## src/rtl/prim_reg_slice_pkg.sv

```systemverilog
// Shared types and constants for the valid/ready register slice.
package prim_reg_slice_pkg;

  localparam int unsigned SliceDepth = 2;
  localparam int unsigned DepthW     = 2;

  typedef enum logic [1:0] {
    SliceEmpty = 2'b00,
    SliceOne   = 2'b01,
    SliceFull  = 2'b11
  } slice_state_e;

endpackage : prim_reg_slice_pkg

```

## src/rtl/prim_flop_en.sv

```systemverilog
// Enable-gated register with asynchronous active-low reset to a parameterised value.
module prim_flop_en #(
  parameter int unsigned     Width      = 32,
  parameter logic [Width-1:0] ResetValue = '0
) (
  input  logic             clk_i,
  input  logic             rst_ni,
  input  logic             en_i,
  input  logic [Width-1:0] d_i,
  output logic [Width-1:0] q_o
);

  logic [Width-1:0] r_q;

  always_ff @(posedge clk_i or negedge rst_ni) begin
    if (!rst_ni) begin
      r_q <= ResetValue;
    end else if (en_i) begin
      r_q <= d_i;
    end
  end

  assign q_o = r_q;

endmodule : prim_flop_en

```

## src/rtl/prim_reg_slice.sv

```systemverilog
// Full-throughput valid/ready register slice with a main register and a skid register.
// All handshake flags and depth decode purely from the state register.
module prim_reg_slice
  import prim_reg_slice_pkg::*;
#(
  parameter int unsigned      Width      = 32,
  parameter logic [Width-1:0] ResetValue = '0
) (
  input  logic              clk_i,
  input  logic              rst_ni,
  input  logic              clr_i,
  input  logic              in_valid_i,
  output logic              in_ready_o,
  input  logic [Width-1:0]  in_data_i,
  output logic              out_valid_o,
  input  logic              out_ready_i,
  output logic [Width-1:0]  out_data_o,
  output logic [DepthW-1:0] depth_o
);

  slice_state_e r_state;
  slice_state_e w_state_next;

  logic              w_in_fire;
  logic              w_out_fire;
  logic              w_main_en;
  logic              w_skid_en;
  logic [Width-1:0]  w_main_d;
  logic [Width-1:0]  w_skid_d;
  logic [Width-1:0]  w_main_q;
  logic [Width-1:0]  w_skid_q;
  logic              w_in_ready;
  logic              w_out_valid;
  logic [DepthW-1:0] w_depth;

  assign w_in_fire  = in_valid_i & w_in_ready;
  assign w_out_fire = w_out_valid & out_ready_i;

  // State register.
  always_ff @(posedge clk_i or negedge rst_ni) begin
    if (!rst_ni) begin
      r_state <= SliceEmpty;
    end else begin
      r_state <= w_state_next;
    end
  end

  // Flag decode from the current state only.
  always_comb begin
    w_in_ready  = 1'b0;
    w_out_valid = 1'b0;
    w_depth     = DepthW'(0);
    unique case (r_state)
      SliceEmpty: begin
        w_in_ready = 1'b1;
      end
      SliceOne: begin
        w_in_ready  = 1'b1;
        w_out_valid = 1'b1;
        w_depth     = DepthW'(1);
      end
      SliceFull: begin
        w_out_valid = 1'b1;
        w_depth     = DepthW'(SliceDepth);
      end
      default: ;
    endcase
  end

  // Next state and data-register load enables; clear overrides any handshake.
  always_comb begin
    w_state_next = r_state;
    w_main_en    = 1'b0;
    w_skid_en    = 1'b0;
    w_main_d     = in_data_i;
    w_skid_d     = in_data_i;
    if (clr_i) begin
      w_state_next = SliceEmpty;
      w_main_en    = 1'b1;
      w_skid_en    = 1'b1;
      w_main_d     = ResetValue;
      w_skid_d     = ResetValue;
    end else begin
      unique case (r_state)
        SliceEmpty: begin
          if (w_in_fire) begin
            w_main_en    = 1'b1;
            w_state_next = SliceOne;
          end
        end
        SliceOne: begin
          if (w_in_fire && w_out_fire) begin
            w_main_en = 1'b1;
          end else if (w_in_fire) begin
            w_skid_en    = 1'b1;
            w_state_next = SliceFull;
          end else if (w_out_fire) begin
            w_state_next = SliceEmpty;
          end
        end
        SliceFull: begin
          if (w_out_fire) begin
            w_main_en    = 1'b1;
            w_main_d     = w_skid_q;
            w_state_next = SliceOne;
          end
        end
        default: begin
          w_state_next = SliceEmpty;
        end
      endcase
    end
  end

  prim_flop_en #(
    .Width      (Width),
    .ResetValue (ResetValue)
  ) u_main (
    .clk_i  (clk_i),
    .rst_ni (rst_ni),
    .en_i   (w_main_en),
    .d_i    (w_main_d),
    .q_o    (w_main_q)
  );

  prim_flop_en #(
    .Width      (Width),
    .ResetValue (ResetValue)
  ) u_skid (
    .clk_i  (clk_i),
    .rst_ni (rst_ni),
    .en_i   (w_skid_en),
    .d_i    (w_skid_d),
    .q_o    (w_skid_q)
  );

  assign in_ready_o  = w_in_ready;
  assign out_valid_o = w_out_valid;
  assign out_data_o  = w_main_q;
  assign depth_o     = w_depth;

endmodule : prim_reg_slice

```

## config.mk

```make
export PLATFORM = sky130hd
export DESIGN_NAME = prim_reg_slice
export DESIGN_NICKNAME = d
export VERILOG_FILES = /design/src/rtl/prim_reg_slice_pkg.sv /design/src/rtl/prim_flop_en.sv /design/src/rtl/prim_reg_slice.sv
export SDC_FILE = /design/constraint.sdc
export NUM_CORES = 1
export LEC_CHECK = 0
export CAP_MARGIN = 20
export CELL_PAD_IN_SITES_DETAIL_PLACEMENT = 0
export CELL_PAD_IN_SITES_GLOBAL_PLACEMENT = 1
export CORE_MARGIN = 5
export CORE_UTILIZATION = 30
export DETAILED_ROUTE_END_ITERATION = 6
export HOLD_SLACK_MARGIN = 0.02
export PLACE_DENSITY_LB_ADDON = 0.1
export SKIP_CTS_REPAIR_TIMING = 1
export SLEW_MARGIN = 10
export SYNTH_ARGS = -nofsm -noshare
export SYNTH_HDL_FRONTEND = slang
export SYNTH_HIERARCHICAL = 1
export SYNTH_SLANG_ARGS = --single-unit
export TNS_END_PERCENT = 5
```

## constraint.sdc

```tcl
create_clock -name clk_i -period 5.63 [get_ports clk_i]
set_input_delay 0.563 -clock clk_i [delete_from_list [all_inputs] [get_ports clk_i]]
set_output_delay 0.563 -clock clk_i [all_outputs]
set_load 0.005 [all_outputs]
```

==> summary.md, run 1 <==
| Metric | Value |
|---|---|
| Die height | 120 um |
| Largest area contributor in the netlist | sky130_fd_sc_hd__dfrtp_1 |
| Slowest cell delay on critical path | 0.58 ns |
| Critical path required time | 5.83 ns |
| Deepest level of the CTS H-tree | 3 |
| Launching element type of the critical path | primary input |
| Worst-path cell with the longest stage delay | sky130_fd_sc_hd__clkdlybuf4s50_1 |
| Buf/Inv on CP | 3 |
| Setup Slack @ Placement | 2.40 ns |
| Core footprint | 12,000 um^2 |
| Setup clock skew after layout | 0.00616 ns |
| Per-cell routed wire length | 15.9 um |
| Clock transition at the registers of the reported paths | 0.06 ns |
| Critical path capture point type | register |
| Total Nets Final | 422 |
| Synthesized area divided by synthesized cell count | 11.6 um^2 |
| Gr ovfl total | 0 |
| Area growth syn-to-layout | 27.8% |
| WP data arrival | 3.03 ns |
| Status | completed |
| Cell area after placement | 4380 um^2 |
| Most common cell after layout, fill and taps aside | sky130_fd_sc_hd__clkdlybuf4s50_1 |
| Fraction of layout cells with a size suffix above 1 | 23.4% |
| Max-slew violation count | 0 |
| Detailed Routing Iterations Pass 1 | 4 |
| Achievable Freq | 353 MHz |
| Number of max-cap violations | 0 |
| Clock root cell | sky130_fd_sc_hd__clkbuf_16 |
| Final weighted congestion in routability-driven placement | 0.716 |
| Tot GR Track Use | 12.4% |
| Cell area after technology mapping | 3630 um^2 |
| Warning count from the yosys run | 6 |
| Die area | 14,400 um^2 |
| Commonest cells after routing, fill and taps aside | sky130_fd_sc_hd__clkdlybuf4s50_1 (70), sky130_fd_sc_hd__nand2_1 (68), sky130_fd_sc_hd__dfrtp_1 (66) |
| Portion of synthesized cell area occupied by the leading cell type | 45.5% |
| RSZ-0062 raised after global routing | false |
| Power per unit of standard cell area | 303 nW/um^2 |
| Top cell family by delay on the critical path | buffers and inverters |
| Maximum fanout along the worst path | 33 |
| Worst Path Class, Setup | primary input to register |
| Post-synthesis sequential element count | 66 |
| Final period demand of the worst path | 2.83 ns |
| Number of design rule violations left after detail routing | 0 |
| Cell count after synthesis | 312 |
| Sequential share of power | 40.5% |
| Final Worst Setup Slack | 2.80 ns |
| Post-Route Setup TNS | 0 ns |
| DP HPWL | 5090 um |
| Leak Pwr | 2.18 nW |
| Hold Vio Cnt, Final | 0 |
| First-pass GRT wire length | 14,000 um |
| Number of antenna cells inserted | 0 |
| Die Span X | 120 um |
| Via count of the first global-routing pass | 2,619 |
| Number of setup violations in the final report | 0 |
| Register area share after synthesis | 45.5% |
| Maximum clock insertion buffer count | 2 |
| Cell row count | 40 |
| Synth unique cells | 27 |
| Number of buffer cells added on primary ports | 72 |
| Nets in the synthesized netlist | 355 |
| Sum of routed wire length over all layers | 8430 um |
| Path type of the worst min-delay path | primary input to asynchronous set/reset pin |
| Layout Cell Area excl Fill | 4640 um^2 |
| Share of power burned in combinational logic | 23.6% |
| Mean number of vias per cell | 4.47 |
| Cell chain of the critical path | clkdlybuf4s50_1, and2_1, buf_4, a21oi_1, o21bai_4, buf_4, mux2_2 |
| Initial antenna violation count | 0 |
| Latest clock arrival within the worst-skew pair | 0.32 ns |
| I/O pin total | 73 |
| Net load switching power | 0.000360 W |
| Largest voltage drop on the vdd net | 0.170 mV |
| Antenna violation net count after detailed routing | 0 |
| Largest net degree at the start of global routing | 70 |
| Count of vias placed by the detailed router | 2,373 |
| Synth area leaders | sky130_fd_sc_hd__dfrtp_1 (45%), sky130_fd_sc_hd__mux2_4 (25%), sky130_fd_sc_hd__nand2_1 (7.0%) |
| Normalized max-slew margin | 41.5% |
| CTS tree | done |
| Initial detailed-routing violation count | 110 |
| Power share of the clock group | 35.9% |
| Net Sw Frac | 25.6% |
| Internal power of the cells | 0.00105 W |
| Part of the cycle the worst path needs | 50.3% |
| Count of clock tree sinks | 66 |
| Starting density of the core | 30.4% |
| Clock buffer count from CTS | 9 |
| Cell type with the highest occurrence count on the critical path | sky130_fd_sc_hd__buf_4 |
| Slew of the pin with the lowest slew margin | 0.878 ns |
cells in the mapped netlist, drive strengths merged:
cell type and number:
a2111o 1, a21o 1, a21oi 35, a221oi 1, and2 1, buf 14, clkbuf 8, dfrtp 66
ha 6, inv 4, mux2 64, nand2 68, nand2b 1, nand3 1, nor2 4, nor2b 32
o21ai 2, o21bai 1, o41ai 1, or2 1
registers in the layout, summed over array words and instances, names as in the netlist:
signal	flops
r_state	2
u_main/q_o	32
u_skid/q_o	32
area by class of cell:
cell class | instances | area (um^2)
multi-input combinational | 220 | 1770
sequential | 66 | 1650
fill | 1187 | 7320
tap | 147 | 184
timing repair buffer | 78 | 756
inverter | 4 | 15.0
clock buffer | 13 | 250
clock inverter | 3 | 15.0
layer usage:
metal | wire, um | vias up | global-route usage, %
met4 | 87 | 0 | 3.44
met2 | 3670 | 54 | 18.3
met5 | 0 | - | 0
met1 | 4350 | 1141 | 17.5
li1 | - | 1172 | -
met3 | 312 | 6 | 3.63
power groups by stage:
stage / Clock [W] / Combinational, W / Sequential, W
floorplan: 0 / 0.000211 / 0.000572
finish: 0.000505 / 0.000331 / 0.000570
CTS: 0.000526 / 0.000338 / 0.000571
detailed placement: 0 / 0.000337 / 0.000578
global placement: 0 / 0.000334 / 0.000579
global route: 0.000545 / 0.000363 / 0.000579
worst paths after layout:
| path | startpoint | end | slack [ns] | cells after the start |
|---|---|---|---|---|
| worst min register to register | u_skid/q_o[5] | u_skid/q_o[5] | 0.51 | 1 |
| worst max-delay path | out_ready_i | u_main/q_o[31] | 2.80 | 7 |
| worst max register to register | r_state[0] | u_main/q_o[31] | 2.96 | 7 |
| max in group asynchronous | rst_ni | u_main/q_o[24] | 4.62 | 2 |
| min in group clk_i | u_skid/q_o[5] | u_skid/q_o[5] | 0.51 | 1 |
| worst min-delay path | rst_ni | u_main/q_o[6] | 0.44 | 2 |
per-stage QoR:
stage	power (W)	std cells	util (%)	hold WS [ns]
5_1_grt	0.00149	531	38.8	0.518
3_3_place_gp	0.000913	515	36.6	0.490
6_report	0.00141	531	38.8	0.443
2_1_floorplan	0.000783	312	-	0.267
3_5_place_dp	0.000915	515	36.6	0.492
4_1_cts	0.00144	531	38.8	0.479
kinds of logic (layout without fill, tap and decap cells):
| logic type | Yosys count | in the layout | synth area share, % |
|---|---|---|---|
| buf+inv | 26 | 98 | 6.17 |
| simple gates | 108 | 108 | 13.7 |
| compound gates | 42 | 42 | 6.58 |
| flops | 66 | 66 | 45.5 |
| fa+ha+maj | 6 | 6 | 2.07 |
| mux | 64 | 64 | 26.0 |
Power figures use the tool's default switching activity.
==> run 2: changes to the inputs <==
==> constraint.sdc (replaced) <==
create_clock -name clk_i -period 2.8 [get_ports clk_i]
set_input_delay 0.28 -clock clk_i [delete_from_list [all_inputs] [get_ports clk_i]]
set_output_delay 0.28 -clock clk_i [all_outputs]
set_load 0.005 [all_outputs]
==> summary.md, run 2 (synthesis gave the netlist of run 1 again) <==
| Metric | Value |
|---|---|
| Worst-path cell with the longest stage delay | sky130_fd_sc_hd__clkdlybuf4s50_1 |
| Die area | 14,400 um^2 (unchanged) |
| Worst Reg-to-Reg Cells | 8 (+1) |
| Post-Route Setup TNS | 0 ns (unchanged) |
| Antenna violation net count after detailed routing | 0 (unchanged) |
| Number of buffer cells added on primary ports | 72 (unchanged) |
| Power per unit of standard cell area | 607 nW/um^2 (+100%) |
| Grt met1 use | 16.4% (-1.1 points) |
| Maximum fanout along the worst path | 6 (-82%) |
| Die Span X | 120 um (unchanged) |
| Clock buffer count from CTS | 9 (unchanged) |
| Most common cell after layout, fill and taps aside | sky130_fd_sc_hd__clkdlybuf4s50_1 |
| Max-slew violation count | 0 (unchanged) |
| Initial antenna violation count | 0 (unchanged) |
| Register-to-register setup slack | 0.74 ns (-2.22 ns) |
| Largest voltage drop on the vdd net | 0.235 mV (+38%) |
| Starting density of the core | 30.4% (unchanged) |
| Busiest layer in global routing | met2 |
| Status | completed |
| CTS tree | done |
| Clock transition at the registers of the reported paths | 0.05 ns (about the same) |
| Deepest level of the CTS H-tree | 3 (unchanged) |
| Reg-to-Reg Start | r_state[1] |
| Final period demand of the worst path | 2.07 ns |
| Setup Slack @ Placement | 0.609 ns (-1.79 ns) |
| Via count of the first global-routing pass | 2,600 (-0.73%) |
| Critical path required time | 2.52 ns (-3.31 ns) |
| Per-cell routed wire length | 16.2 um (+2.2%) |
| Worst Path Class, Setup | register to output port |
| GR met3 Demand/Resource | 3.91% (+0.28 points) |
| DP HPWL | 5140 um (+1.1%) |
| Maximum clock insertion buffer count | 2 (unchanged) |
| Hold Vio Cnt, Final | 0 (unchanged) |
| Critical path capture point type | output port |
| Core footprint | 12,000 um^2 (unchanged) |
| Total Nets Final | 424 (+0.47%) |
| Count of vias placed by the detailed router | 2,415 (+1.8%) |
| Die height | 120 um (unchanged) |
| Achievable Freq | 483 MHz |
| Slew of the pin with the lowest slew margin | 0.498 ns (-0.380 ns) |
| Area growth syn-to-layout | 28.9% |
| Number of antenna cells inserted | 0 (unchanged) |
| Sum of routed wire length over all layers | 8640 um (+2.6%) |
| Part of the cycle the worst path needs | 74.0% |
| Initial detailed-routing violation count | 167 (+52%) |
| Setup clock skew after layout | 0.00289 ns (-0.00327 ns) |
| Mean number of vias per cell | 4.53 (+1.4%) |
| Slowest cell delay on critical path | 0.45 ns (-0.13 ns) |
| Detailed Routing Iterations Pass 1 | 4 (unchanged) |
| Leak Pwr | 2.20 nW (+0.83%) |
| Cell chain of the critical path | inv_1, ha_1, or2_4, clkdlybuf4s50_1 |
| Clock root cell | sky130_fd_sc_hd__clkbuf_16 |
| First-pass GRT wire length | 14,200 um (+1.1%) |
| CP Capture Point | in_ready_o |
| Number of max-cap violations | 0 (unchanged) |
| Latest clock arrival within the worst-skew pair | 0.33 ns (about the same) |
| I/O pin total | 73 (unchanged) |
| Final Worst Setup Slack | 0.729 ns (-2.07 ns) |
| Fraction of layout cells with a size suffix above 1 | 23.6% (+0.14 points) |
| RR Endpoint | u_main/q_o[29] |
| Commonest cells after routing, fill and taps aside | sky130_fd_sc_hd__clkdlybuf4s50_1 (70), sky130_fd_sc_hd__nand2_1 (68), sky130_fd_sc_hd__dfrtp_1 (66) |
| Count of clock tree sinks | 66 (unchanged) |
| WP data arrival | 1.79 ns (-1.24 ns) |
| Gr ovfl total | 0 (unchanged) |
| Number of setup violations in the final report | 0 (unchanged) |
| Path type of the worst min-delay path | primary input to asynchronous set/reset pin |
| Cell row count | 40 (unchanged) |
| Normalized max-slew margin | 66.8% (+25 points) |
| Final weighted congestion in routability-driven placement | 0.762 (+6.4%) |
| RSZ-0062 raised after global routing | false |
| Number of design rule violations left after detail routing | 0 (unchanged) |
| Largest net degree at the start of global routing | 52 (-26%) |
| Tot GR Track Use | 12.7% (+0.29 points) |
| Launching element type of the critical path | register |
| Critical Path Source | r_state[0] |
| Global-route met2 utilization | 19.4% (+1.1 points) |
-- run 2: cell count changes in the layout (fill, tap and decap cells not counted) --
cell,previous run,this run
sky130_fd_sc_hd__dlygate4sd3_1,0,1
sky130_fd_sc_hd__buf_12,0,2
sky130_fd_sc_hd__buf_4,6,5
-- run 2: metal layers --
metal	vias to the layer above	wire [um]	part of all wire, %
li1	1173	-	-
met1	1165	4180	48
met2	62	3840	44
met3	15	405	4.7
met4	0	208	2.4
met5	-	0	0
-- run 2: critical path: cells and delay by family, from the launching register on --
| family | cells | cell delay [ns] |
|---|---|---|
| fa+ha+maj | 1 | 0.22 |
| buf+inv | 2 | 0.54 |
| flops | 1 | 0.43 |
| simple gates | 1 | 0.27 |
-- run 2: where the power goes --
part           total (W)  leakage [nW]  switching, W  internal, W
Combinational   0.000677          1.22      0.000255     0.000421
Sequential       0.00115         0.852     0.0000740      0.00107
Clock            0.00102         0.133      0.000400     0.000619
-- run 2: worst min path at each step --
stage,end,cells past startpoint
finish,u_skid/q_o[5],2
global route,u_skid/q_o[5],2
CTS,u_skid/q_o[5],1
detailed placement,u_main/q_o[5],1
global placement,u_main/q_o[5],1
floorplan,r_state[0],0
-- run 2: metrics by stage --
step / power [W] / instance area [um^2] / hold WS (ns) / utilization, % / cells
final: 0.00284 / 4680 / 0.419 / 39.2 / 533
after global routing: 0.00300 / 4680 / 0.458 / 39.2 / 533
after CTS: 0.00290 / 4670 / -0.126 / 39.1 / 532
after detailed placement: 0.00185 / 4410 / 0.235 / 36.9 / 516
after global placement: 0.00185 / 4410 / 0.241 / 36.9 / 516
after floorplan: 0.00157 / 3630 / -0.0156 / - / 312
-- run 2: area by class of cell --
class / count / area (um^2)
Clock inverter: 3 / 15.0
Multi-Input combinational cell: 220 / 1770
Clock buffer: 13 / 250
Tap cell: 147 / 184
Fill cell: 1154 / 7280
Inverter: 4 / 15.0
Sequential cell: 66 / 1650
Timing Repair Buffer: 80 / 798
